==> src/rtl/cart_mbc_if.sv <==
// Cartridge bus between the gb core (master) and the cartridge mapper (slave).
// Carries the CPU/DMA address, read and write strobes, write data and read data.
// The bus has no handshake. A read returns data one clk after cart_rd.
interface cart_mbc_if;
  logic [15:0] cart_addr;
  logic        cart_rd;
  logic        cart_wr;
  logic [7:0]  cart_di;
  logic [7:0]  cart_do;

  modport master (output cart_addr, cart_rd, cart_wr, cart_di, input cart_do);
  modport slave  (input cart_addr, cart_rd, cart_wr, cart_di, output cart_do);
endinterface

==> src/rtl/cart_mbc.sv <==
// Cartridge memory bank controller (none/MBC1/MBC5): decodes register writes, maps CPU addresses to ROM/RAM stores.
// Latency: store addresses and strobes are combinational; cart_do is valid one clk after cart_rd.
// Backpressure: none. Every strobe is serviced in its own cycle.
// Ports: clk/reset; bus (slave side of cart_mbc_if); ld_* loader snoop; rom_* / ram_* store side;
//        cart_unsupported flags an unrecognised header type byte.
module cart_mbc #(
  parameter int ROM_AW = 20,
  parameter int RAM_AW = 15
) (
  input  logic              clk,
  input  logic              reset,
  cart_mbc_if.slave         bus,
  input  logic              ld_we,
  input  logic [ROM_AW-1:0] ld_addr,
  input  logic [7:0]        ld_data,
  output logic [ROM_AW-1:0] rom_addr,
  output logic              rom_rd,
  input  logic [7:0]        rom_rdata,
  output logic [RAM_AW-1:0] ram_addr,
  output logic              ram_rd,
  output logic              ram_wr,
  output logic [7:0]        ram_wdata,
  input  logic [7:0]        ram_rdata,
  output logic              cart_unsupported
);

  localparam int RBW = ROM_AW - 14;  // ROM bank number width

  typedef enum logic [1:0] {MAP_NONE, MAP_MBC1, MAP_MBC5} map_t;
  typedef enum logic [1:0] {SRC_FF, SRC_ROM, SRC_RAM} src_t;

  // Header bytes come from the image, not the CPU. Reset leaves them alone, so they start at zero on power-up.
  logic [7:0] r_type     = 8'h00;
  logic [7:0] r_rom_size = 8'h00;
  logic [7:0] r_ram_size = 8'h00;

  always_ff @(posedge clk) begin
    if (ld_we) begin
      if (ld_addr == ROM_AW'('h147)) r_type     <= ld_data;
      if (ld_addr == ROM_AW'('h148)) r_rom_size <= ld_data;
      if (ld_addr == ROM_AW'('h149)) r_ram_size <= ld_data;
    end
  end

  map_t w_map;
  logic w_unsup;
  always_comb begin
    w_map   = MAP_NONE;
    w_unsup = 1'b0;
    case (r_type)
      8'h00, 8'h08, 8'h09:                      w_map = MAP_NONE;
      8'h01, 8'h02, 8'h03:                      w_map = MAP_MBC1;
      8'h19, 8'h1A, 8'h1B, 8'h1C, 8'h1D, 8'h1E: w_map = MAP_MBC5;
      default:                                  w_unsup = 1'b1;
    endcase
  end
  assign cart_unsupported = w_unsup;

  // The ROM bank mask covers (2 << rom_size) banks. It saturates at the bank count the store can hold.
  logic [RBW-1:0] w_rom_mask;
  always_comb begin
    if ({24'd0, r_rom_size} >= 32'(RBW - 1)) w_rom_mask = '1;
    else                                     w_rom_mask = RBW'((32'd2 << r_rom_size) - 32'd1);
  end

  // RAM size code to log2(bytes). Unknown codes are treated as "no RAM".
  logic       w_ram_present;
  logic [4:0] w_ram_log2;
  logic [RAM_AW-1:0] w_ram_mask;
  always_comb begin
    w_ram_present = 1'b1;
    w_ram_log2    = 5'd0;
    case (r_ram_size)
      8'h01:   w_ram_log2 = 5'd11;
      8'h02:   w_ram_log2 = 5'd13;
      8'h03:   w_ram_log2 = 5'd15;
      8'h04:   w_ram_log2 = 5'd17;
      8'h05:   w_ram_log2 = 5'd16;
      default: w_ram_present = 1'b0;
    endcase
    if ({27'd0, w_ram_log2} >= 32'(RAM_AW)) w_ram_mask = '1;
    else                                    w_ram_mask = RAM_AW'((32'd1 << w_ram_log2) - 32'd1);
  end

  // Bank registers. MBC1 uses bank1[4:0] and bank2[1:0]. MBC5 uses all the bits.
  logic       r_ram_en;
  logic [8:0] r_bank1;
  logic [3:0] r_bank2;
  logic       r_mode;

  always_ff @(posedge clk) begin
    if (reset) begin
      r_ram_en <= 1'b0;
      r_bank1  <= 9'd1;
      r_bank2  <= 4'd0;
      r_mode   <= 1'b0;
    end else if (bus.cart_wr && !bus.cart_addr[15]) begin
      case (w_map)
        MAP_MBC1: begin
          case (bus.cart_addr[14:13])
            2'b00: r_ram_en <= (bus.cart_di[3:0] == 4'hA);
            // MBC1 cannot select bank 0 in the upper window, so a write of 0 selects bank 1.
            2'b01: r_bank1  <= (bus.cart_di[4:0] == 5'd0) ? 9'd1 : {4'd0, bus.cart_di[4:0]};
            2'b10: r_bank2  <= {2'b00, bus.cart_di[1:0]};
            default: r_mode <= bus.cart_di[0];
          endcase
        end
        MAP_MBC5: begin
          case (bus.cart_addr[14:13])
            2'b00: r_ram_en <= (bus.cart_di[3:0] == 4'hA);
            2'b01: begin
              if (bus.cart_addr[12]) r_bank1[8]   <= bus.cart_di[0];
              else                   r_bank1[7:0] <= bus.cart_di;
            end
            2'b10: r_bank2 <= bus.cart_di[3:0];
            default: ;
          endcase
        end
        default: ;
      endcase
    end
  end

  // Address mapping
  logic [8:0] w_rom_bank;
  logic [3:0] w_ram_bank;
  always_comb begin
    w_rom_bank = 9'd0;
    w_ram_bank = 4'd0;
    case (w_map)
      MAP_MBC1: begin
        // In mode 1, bank2 also selects the high bits for the lower ROM window and for RAM.
        if (bus.cart_addr[14]) w_rom_bank = {2'b00, r_bank2[1:0], r_bank1[4:0]};
        else if (r_mode)       w_rom_bank = {2'b00, r_bank2[1:0], 5'd0};
        w_ram_bank = r_mode ? {2'b00, r_bank2[1:0]} : 4'd0;
      end
      MAP_MBC5: begin
        if (bus.cart_addr[14]) w_rom_bank = r_bank1;
        w_ram_bank = r_bank2;
      end
      default: w_rom_bank = {8'd0, bus.cart_addr[14]};
    endcase
  end

  logic [RBW-1:0] w_bank_sel;
  logic [16:0]    w_ram_full;
  assign w_bank_sel = RBW'(w_rom_bank);
  assign rom_addr   = {w_bank_sel & w_rom_mask, bus.cart_addr[13:0]};
  assign w_ram_full = {w_ram_bank, bus.cart_addr[12:0]};
  assign ram_addr   = RAM_AW'(w_ram_full) & w_ram_mask;

  // Strobes. A cycle with both rd and wr is treated as a write. Reset holds every store strobe low.
  logic w_rom_win, w_ram_win, w_ram_access, w_rd_ok;
  assign w_rom_win    = !bus.cart_addr[15];
  assign w_ram_win    = (bus.cart_addr[15:13] == 3'b101);
  assign w_ram_access = w_ram_present && ((w_map == MAP_NONE) || r_ram_en);
  assign w_rd_ok      = bus.cart_rd && !bus.cart_wr && !reset;
  assign rom_rd       = w_rd_ok && w_rom_win;
  assign ram_rd       = w_rd_ok && w_ram_win && w_ram_access;
  assign ram_wr       = bus.cart_wr && w_ram_win && w_ram_access && !reset;
  assign ram_wdata    = bus.cart_di;

  // The read source is registered next to the synchronous store read, so cart_do follows the data.
  src_t r_src;
  always_ff @(posedge clk) begin
    if (reset)       r_src <= SRC_FF;
    else if (rom_rd) r_src <= SRC_ROM;
    else if (ram_rd) r_src <= SRC_RAM;
    else             r_src <= SRC_FF;
  end

  always_comb begin
    case (r_src)
      SRC_ROM: bus.cart_do = rom_rdata;
      SRC_RAM: bus.cart_do = ram_rdata;
      default: bus.cart_do = 8'hFF;
    endcase
  end

endmodule

==> src/flat_wrapper.sv <==
// flat-port wrapper written by rule: the top's interface ports become plain ports
module cart_mbc_flat 
#(
  parameter int ROM_AW = 20,
  parameter int RAM_AW = 15
)
  (clk, reset, ld_we, ld_addr, ld_data, rom_addr, rom_rd, rom_rdata, ram_addr, ram_rd, ram_wr, ram_wdata, ram_rdata, cart_unsupported, bus_cart_addr, bus_cart_rd, bus_cart_wr, bus_cart_di, bus_cart_do);
  cart_mbc_if bus_i ();
  input  logic clk;
  input  logic reset;
  input  logic ld_we;
  input  logic [ROM_AW-1:0] ld_addr;
  input  logic [7:0] ld_data;
  output logic [ROM_AW-1:0] rom_addr;
  output logic rom_rd;
  input  logic [7:0] rom_rdata;
  output logic [RAM_AW-1:0] ram_addr;
  output logic ram_rd;
  output logic ram_wr;
  output logic [7:0] ram_wdata;
  input  logic [7:0] ram_rdata;
  output logic cart_unsupported;
  input wire logic [$bits(bus_i.cart_addr)-1:0] bus_cart_addr;
  input wire logic [$bits(bus_i.cart_rd)-1:0] bus_cart_rd;
  input wire logic [$bits(bus_i.cart_wr)-1:0] bus_cart_wr;
  input wire logic [$bits(bus_i.cart_di)-1:0] bus_cart_di;
  output wire logic [$bits(bus_i.cart_do)-1:0] bus_cart_do;
  assign bus_i.cart_addr = bus_cart_addr;
  assign bus_i.cart_rd = bus_cart_rd;
  assign bus_i.cart_wr = bus_cart_wr;
  assign bus_i.cart_di = bus_cart_di;
  assign bus_cart_do = bus_i.cart_do;
  cart_mbc #(.ROM_AW(ROM_AW), .RAM_AW(RAM_AW)) u_core (.clk(clk), .reset(reset), .bus(bus_i), .ld_we(ld_we), .ld_addr(ld_addr), .ld_data(ld_data), .rom_addr(rom_addr), .rom_rd(rom_rd), .rom_rdata(rom_rdata), .ram_addr(ram_addr), .ram_rd(ram_rd), .ram_wr(ram_wr), .ram_wdata(ram_wdata), .ram_rdata(ram_rdata), .cart_unsupported(cart_unsupported));
endmodule
==> config.mk <==
export PLATFORM = sky130hd
export DESIGN_NAME = cart_mbc_flat
export DESIGN_NICKNAME = d
export VERILOG_FILES = /design/src/rtl/cart_mbc_if.sv /design/src/rtl/cart_mbc.sv /design/src/flat_wrapper.sv
export SDC_FILE = /design/constraint.sdc
export NUM_CORES = 1
export LEC_CHECK = 0
export ABC_AREA = 1
export BUFFER_PORTS_ARGS = -buffer_cell sky130_fd_sc_hd__buf_2
export CAP_MARGIN = 20
export CORE_MARGIN = 1.5
export CORE_UTILIZATION = 46
export CTS_BUF_LIST = sky130_fd_sc_hd__clkbuf_8
export DETAILED_ROUTE_END_ITERATION = 12
export PLACE_DENSITY = 0.9
export SLEW_MARGIN = 20
export SYNTH_ARGS = -nofsm -noshare
export SYNTH_HDL_FRONTEND = slang
export SYNTH_SLANG_ARGS = --single-unit
export TNS_END_PERCENT = 30
==> constraint.sdc <==
create_clock -name clk -period 3.01 [get_ports clk]
set_input_delay 0.602 -clock clk [delete_from_list [all_inputs] [get_ports clk]]
set_output_delay 0.602 -clock clk [all_outputs]
set_load 0.02 [all_outputs]
After elaboration in Yosys (flattened, before gate mapping)
Index checks and enable logic that the tools add are counted.
{ "classes": {"n_addsub": 2, "multipliers": 0, "div": 0, "n_lt_le_gt_ge": 2, "eq_ne": 32, "shifts": 2, "muxes": 23, "bitwise_logic": 3, "n_reduce_logical": 33} }
{ "ops": {"columns": ["operator", "n"], "rows": [
  ["$eq A20 B9 Y1 const B", 3],
  ["$eq A8 B5 Y1 const B", 6],
  ["$mux W6", 7],
  ["$eq A8 B2 Y1 const B", 4],
  ["$pmux W5 S5", 1],
  ["$pmux W6 S2", 2],
  ["$eq A8 B1 Y1 const B", 2],
  ["$eq A8 B3 Y1 const B", 2],
  ["$eq A8 B4 Y1 const B", 2],
  ["$pmux W8 S2", 1],
  ["$and A15 B15 Y15", 1],
  ["$mux W15", 1],
  ["$shl A1 B5 Y15 const A", 1],
  ["$sub A15 B1 Y15 const B", 1],
  ["$pmux W2 S2", 3],
  ["$reduce_or A12 Y1", 1],
  ["$logic_and A1 B1 Y1", 10],
  ["$ne A2 B2 Y1 const B", 5],
  ["$ge A8 B3 Y1 const B", 1],
  ["$logic_not A8 Y1", 1],
  ["$mux W2", 4],
  ["$shl A2 B8 Y6 const A", 1],
  ["$and A6 B6 Y6", 1],
  ["$eq A2 B1 Y1 const B", 3],
  ["21 further kinds", 33]
]} }
{ "word_totals": {"register_bits": 36, "latch_bits": 0, "ramBits": 0, "rom_bits": 0, "input_bits": 73, "out_inout_bits": 55, "elab_cells": 106, "mem_count": 0} }

Logic depth before layout (Yosys ltp)
{ "depth": {"ltp_word": 9, "mapped_depth": 14, "depth_no_buf": 13} }

Worst setup path after synthesis
Ideal clock, no wire load.
{ "synth_timing": {"path_kind": "register -> output", "from": "register u_core.r_type[5]", "to": "output rom_addr[15]", "arrival_ps": 2058, "required_time_ps": 2408, "path_slack_ps": 350, "path_stages_with_launch": 11, "path_buffers": 0, "cell_sequence": "edfxtp_1 > nor2_1 > nand2_1 > or2_2 > nor3_1 > nand2_1 > inv_1 > ha_1 > nor2_1 > nand2_1 > nor3_1"} }
{ "synth_between": {"elab_chain_len": 6, "elab_cells_between_ends": 16, "cone_classes": "eq/ne: 11; mux: 2; bitwise: 1; reduce/logical: 2"} }
{ "synth_lines": {"columns": ["item", "line_no", "text"], "rows": [
  ["start, declared", "cart_mbc.sv:33", "logic [7:0] r_type = 8'h00;"],
  ["start signal, assigned", "cart_mbc.sv:39", "if (ld_addr == ROM_AW'('h147)) r_type <= ld_data;"],
  ["$eq A8 B5 Y1, or another cell as far along", "cart_mbc.sv:50", "case (r_type)"],
  ["$reduce_or A6 Y1 / $reduce_or A3 Y1 (equally long branches)", null, null],
  ["$pmux W2 S2 (*)", "cart_mbc.sv:50", null],
  ["$eq A2 B2 Y1 / $eq A2 B1 Y1 (equally long branches)", "cart_mbc.sv:130", "case (w_map)"],
  ["$pmux W6 S2 (*)", "cart_mbc.sv:130", null],
  ["$and A6 B6 Y6 (*)", "cart_mbc.sv:148", "assign rom_addr = {w_bank_sel & w_rom_mask, bus.cart_addr[13:0]};"],
  ["end, declared", "flat_wrapper.sv:14", "output logic [ROM_AW-1:0] rom_addr;"]
]} }
Every way passes the cells marked *; elsewhere a longest branch is shown, timed or not.

Worst setup path after layout
{ "layout_timing": {"from": "register u_core.r_type[7]", "to": "output rom_addr[19]"} }
Same word-level chain as after synthesis.

==> metrics.yaml <==
power_and_ir_drop:
  leakagePower_nw: 1.47
  powerDensity_nw_per_um2: 356
  peakVddDrop_v: 0.000252
  finalPower_mw: 1.07
sta:
  setup_viol: 0
  fin_tns_setup_ps: 0
  fin_hold_ws_ps: 476
  fin_skew_ps: 4.28
  period_share: 0.954
  finalHoldViolCount: 0
  tightest_slew_ps: 630
  timing.fmax_mhz: 348
  relSlewSlack: 0.579
  slew_viol_final: 0
  fin_crit_ps: 2870
global_routing:
  use_met2: 0.361
  grt_usage: 0.190
  met3_usage: 0.0384
  grt_pass1_wl_mm: 7.94
  grt_max_degree: 13
  grt.busiest_layer: "met2"
  antenna_found_initial: 0
  globalRouteMet1Util: 0.206
  grt_pass1_vias: 1955
  overflow: 0
route:
  via_per_inst: 4.75
  drt_drc_violations_left: 0
  wl_mm: 5.30
  first_iter_violations: 93
  dr.pass1.iters: 4
  postRouteAntennaNets: 0
  num_vias: 2230
  wl_per_cell_um: 11.3
synthesis:
  ys_ff_latch: 36
  synthAdderAreaFrac: 0.0382
  postSynthCellCount: 295
  yosysWarnings: 0
  synth.area.mux_share: 0
  syn-num-nets: 375
  avgSynthCellArea_um2: 7.77
  synth_compound_area_frac: 0.104
  synth_top_area_share: 0.314
  synth_area_um2: 2290
  yosysSeqAreaShare: 0.419
  synth-simple-area-share: 0.260
  synth_top_family_by_area: "simple AND/OR/NAND/NOR gates"
  synth-xor-area-share: 0.00382
  synth_top_cell_by_area: "edfxtp_1"
  yosys-top-cells-area: "edfxtp_1 (31%), dfxtp_1 (10%), inv_1 (8.5%)"
  ys_types: 34
die:
  core_area_um2: 4750
  io_pins: 128
  die_w_um: 73.6
  row_count: 25
  initial_core_util: 0.482
  die_y_um: 73.6
  dieArea_um2: 5420
critical_path:
  arrival_ps: 2270
  setup.worst_path.end_class: "primary output"
  worstPathMaxFanout: 6
  rrSetupSlack_ps: 850
  startpoint_type: "flop"
  path_class: "reg2out"
  worstPathRequired_ps: 2410
clock_tree:
  clock_sinks: 36
  clock_path_buffers: 2
  ctsHtreeMaxLevel: 2
  clk_pin_slew_worst_paths_ps: 70
  cts_made_buffers: 5
  cts_root_buf: "clkbuf_8"
  clk_latency_ps: 280
  tritoncts: "yes"
finish:
  n_antenna_cell: 0
  nNetsFinal: 481
  drive_gt1_frac: 0.391
  mostFrequentLayoutCells: "buf_2 (120), inv_1 (50), nor2_1 (46)"
  synthToLayoutAreaGrowth_pct: 30.9
  utilization: 0.631
  layout_commonest_cell: "buf_2"
placement:
  place_congestion: 0.894
  dp_hpwl_mm: 4.28
  port_buffers: 123
status:
  outcome: "finished clean"
min_path:
  hold_class: "reg2reg"
job:
  maxCapViolations: 0
-- power by group --
part	total (mW)	leakage, nW	switching [mW]	internal (mW)
Combinational	0.126	1.10	0.0712	0.0548
Sequential	0.527	0.312	0.000244	0.526
Clock	0.415	0.0541	0.170	0.245
Total	1.07	1.47	0.241	0.826
-- cells in the mapped netlist --
master	instances
or2_2	2
a21boi_0	6
nor2_4	1
buf_4	22
a21oi_2	1
ha_1	7
o211ai_1	1
nor2_2	3
buf_1	1
clkbuf_1	3
nor2_1	48
nor3_1	12
nand3b_1	2
nand3_2	1
o21ai_0	7
inv_2	1
buf_2	1
nand3_1	17
conb_1	1
nand4_1	5
and2_1	1
edfxtp_1	24
xor2_1	1
nand2_2	1
nor4_1	1
nor3b_1	1
nand2_1	39
buf_6	1
a221o_1	8
o21bai_1	1
dfxtp_1	12
o21ai_1	3
inv_1	52
a21oi_1	8
-- flip-flops by register name, indices dropped and copies added, names as in the netlist --
| name | cells |
|---|---|
| u_core.r_ram_en | 1 |
| u_core.r_type | 8 |
| u_core.r_ram_size | 8 |
| u_core.r_src | 2 |
| u_core.r_mode | 1 |
| u_core.r_bank2 | 2 |
| u_core.r_rom_size | 8 |
| u_core.r_bank1 | 6 |
-- layout make-up --
type                    count  area, µm²
repair buffers            127        653
inverters                  53        199
fillers                   422       1750
clock inverters             3       42.5
well taps                  67       83.8
multi-input cells         178        993
clock buffers               5       68.8
flip-flops and latches     36        961
-- per-stage QoR --
step                      instances  worst slack (ps)  area [µm²]
after global routing            469             -17.2        3000
after CTS                       467              23.9        2930
after global placement          459               393        2810
after floorplan                 295               350        2290
after detailed placement        459               298        2810
final                           469               138        3000
-- logic make-up (layout without fill, tap and decap cells) --
group / Yosys count / after routing
AOI/OAI and AO/OA: 35 / 35
and+or+nand+nor: 134 / 134
DFF: 36 / 36
buffers and inverters: 81 / 188
xor gates and xnor gates: 1 / 1
adders and majority gates: 7 / 7
other: 1 / 1
-- worst max-delay path: stages, from the launching register on --
cell      delay [ps]
edfxtp_1         360
nor2_1           100
nand2_1           80
buf_4            140
nor3_2           250
ha_2             330
nand3_1          120
o21ai_1           90
o211ai_1         100
nor3_1           220
buf_2            200
-- per-layer routing --
| metal | up-vias | share of wire |
|---|---|---|
| met3 | 6 | 0.064 |
| met4 | 0 | 0.0087 |
| met5 | - | 0 |
| met2 | 92 | 0.53 |
| met1 | 987 | 0.40 |
| li1 | 1145 | - |
-- timing repair --
item	CTS	global route
hold buffers	0	0
pin swaps	0	7
setup endpoints to repair	4	8
setup buffers	0	2
gates resized for setup	2	18
-- worst paths after layout --
path,from,to,cells past startpoint
setup / recovery,u_core.r_type[7]$_DFFE_PP_,rom_addr[19],10
hold / removal,u_core.r_bank1[4]$_SDFFE_PP0P_,u_core.r_bank1[4]$_SDFFE_PP0P_,2
setup reg to reg,u_core.r_type[7]$_DFFE_PP_,u_core.r_bank1[1]$_SDFFE_PP0P_,12
hold reg to reg,u_core.r_bank1[4]$_SDFFE_PP0P_,u_core.r_bank1[4]$_SDFFE_PP0P_,2
No activity file was read; power rests on OpenSTA's default activity.
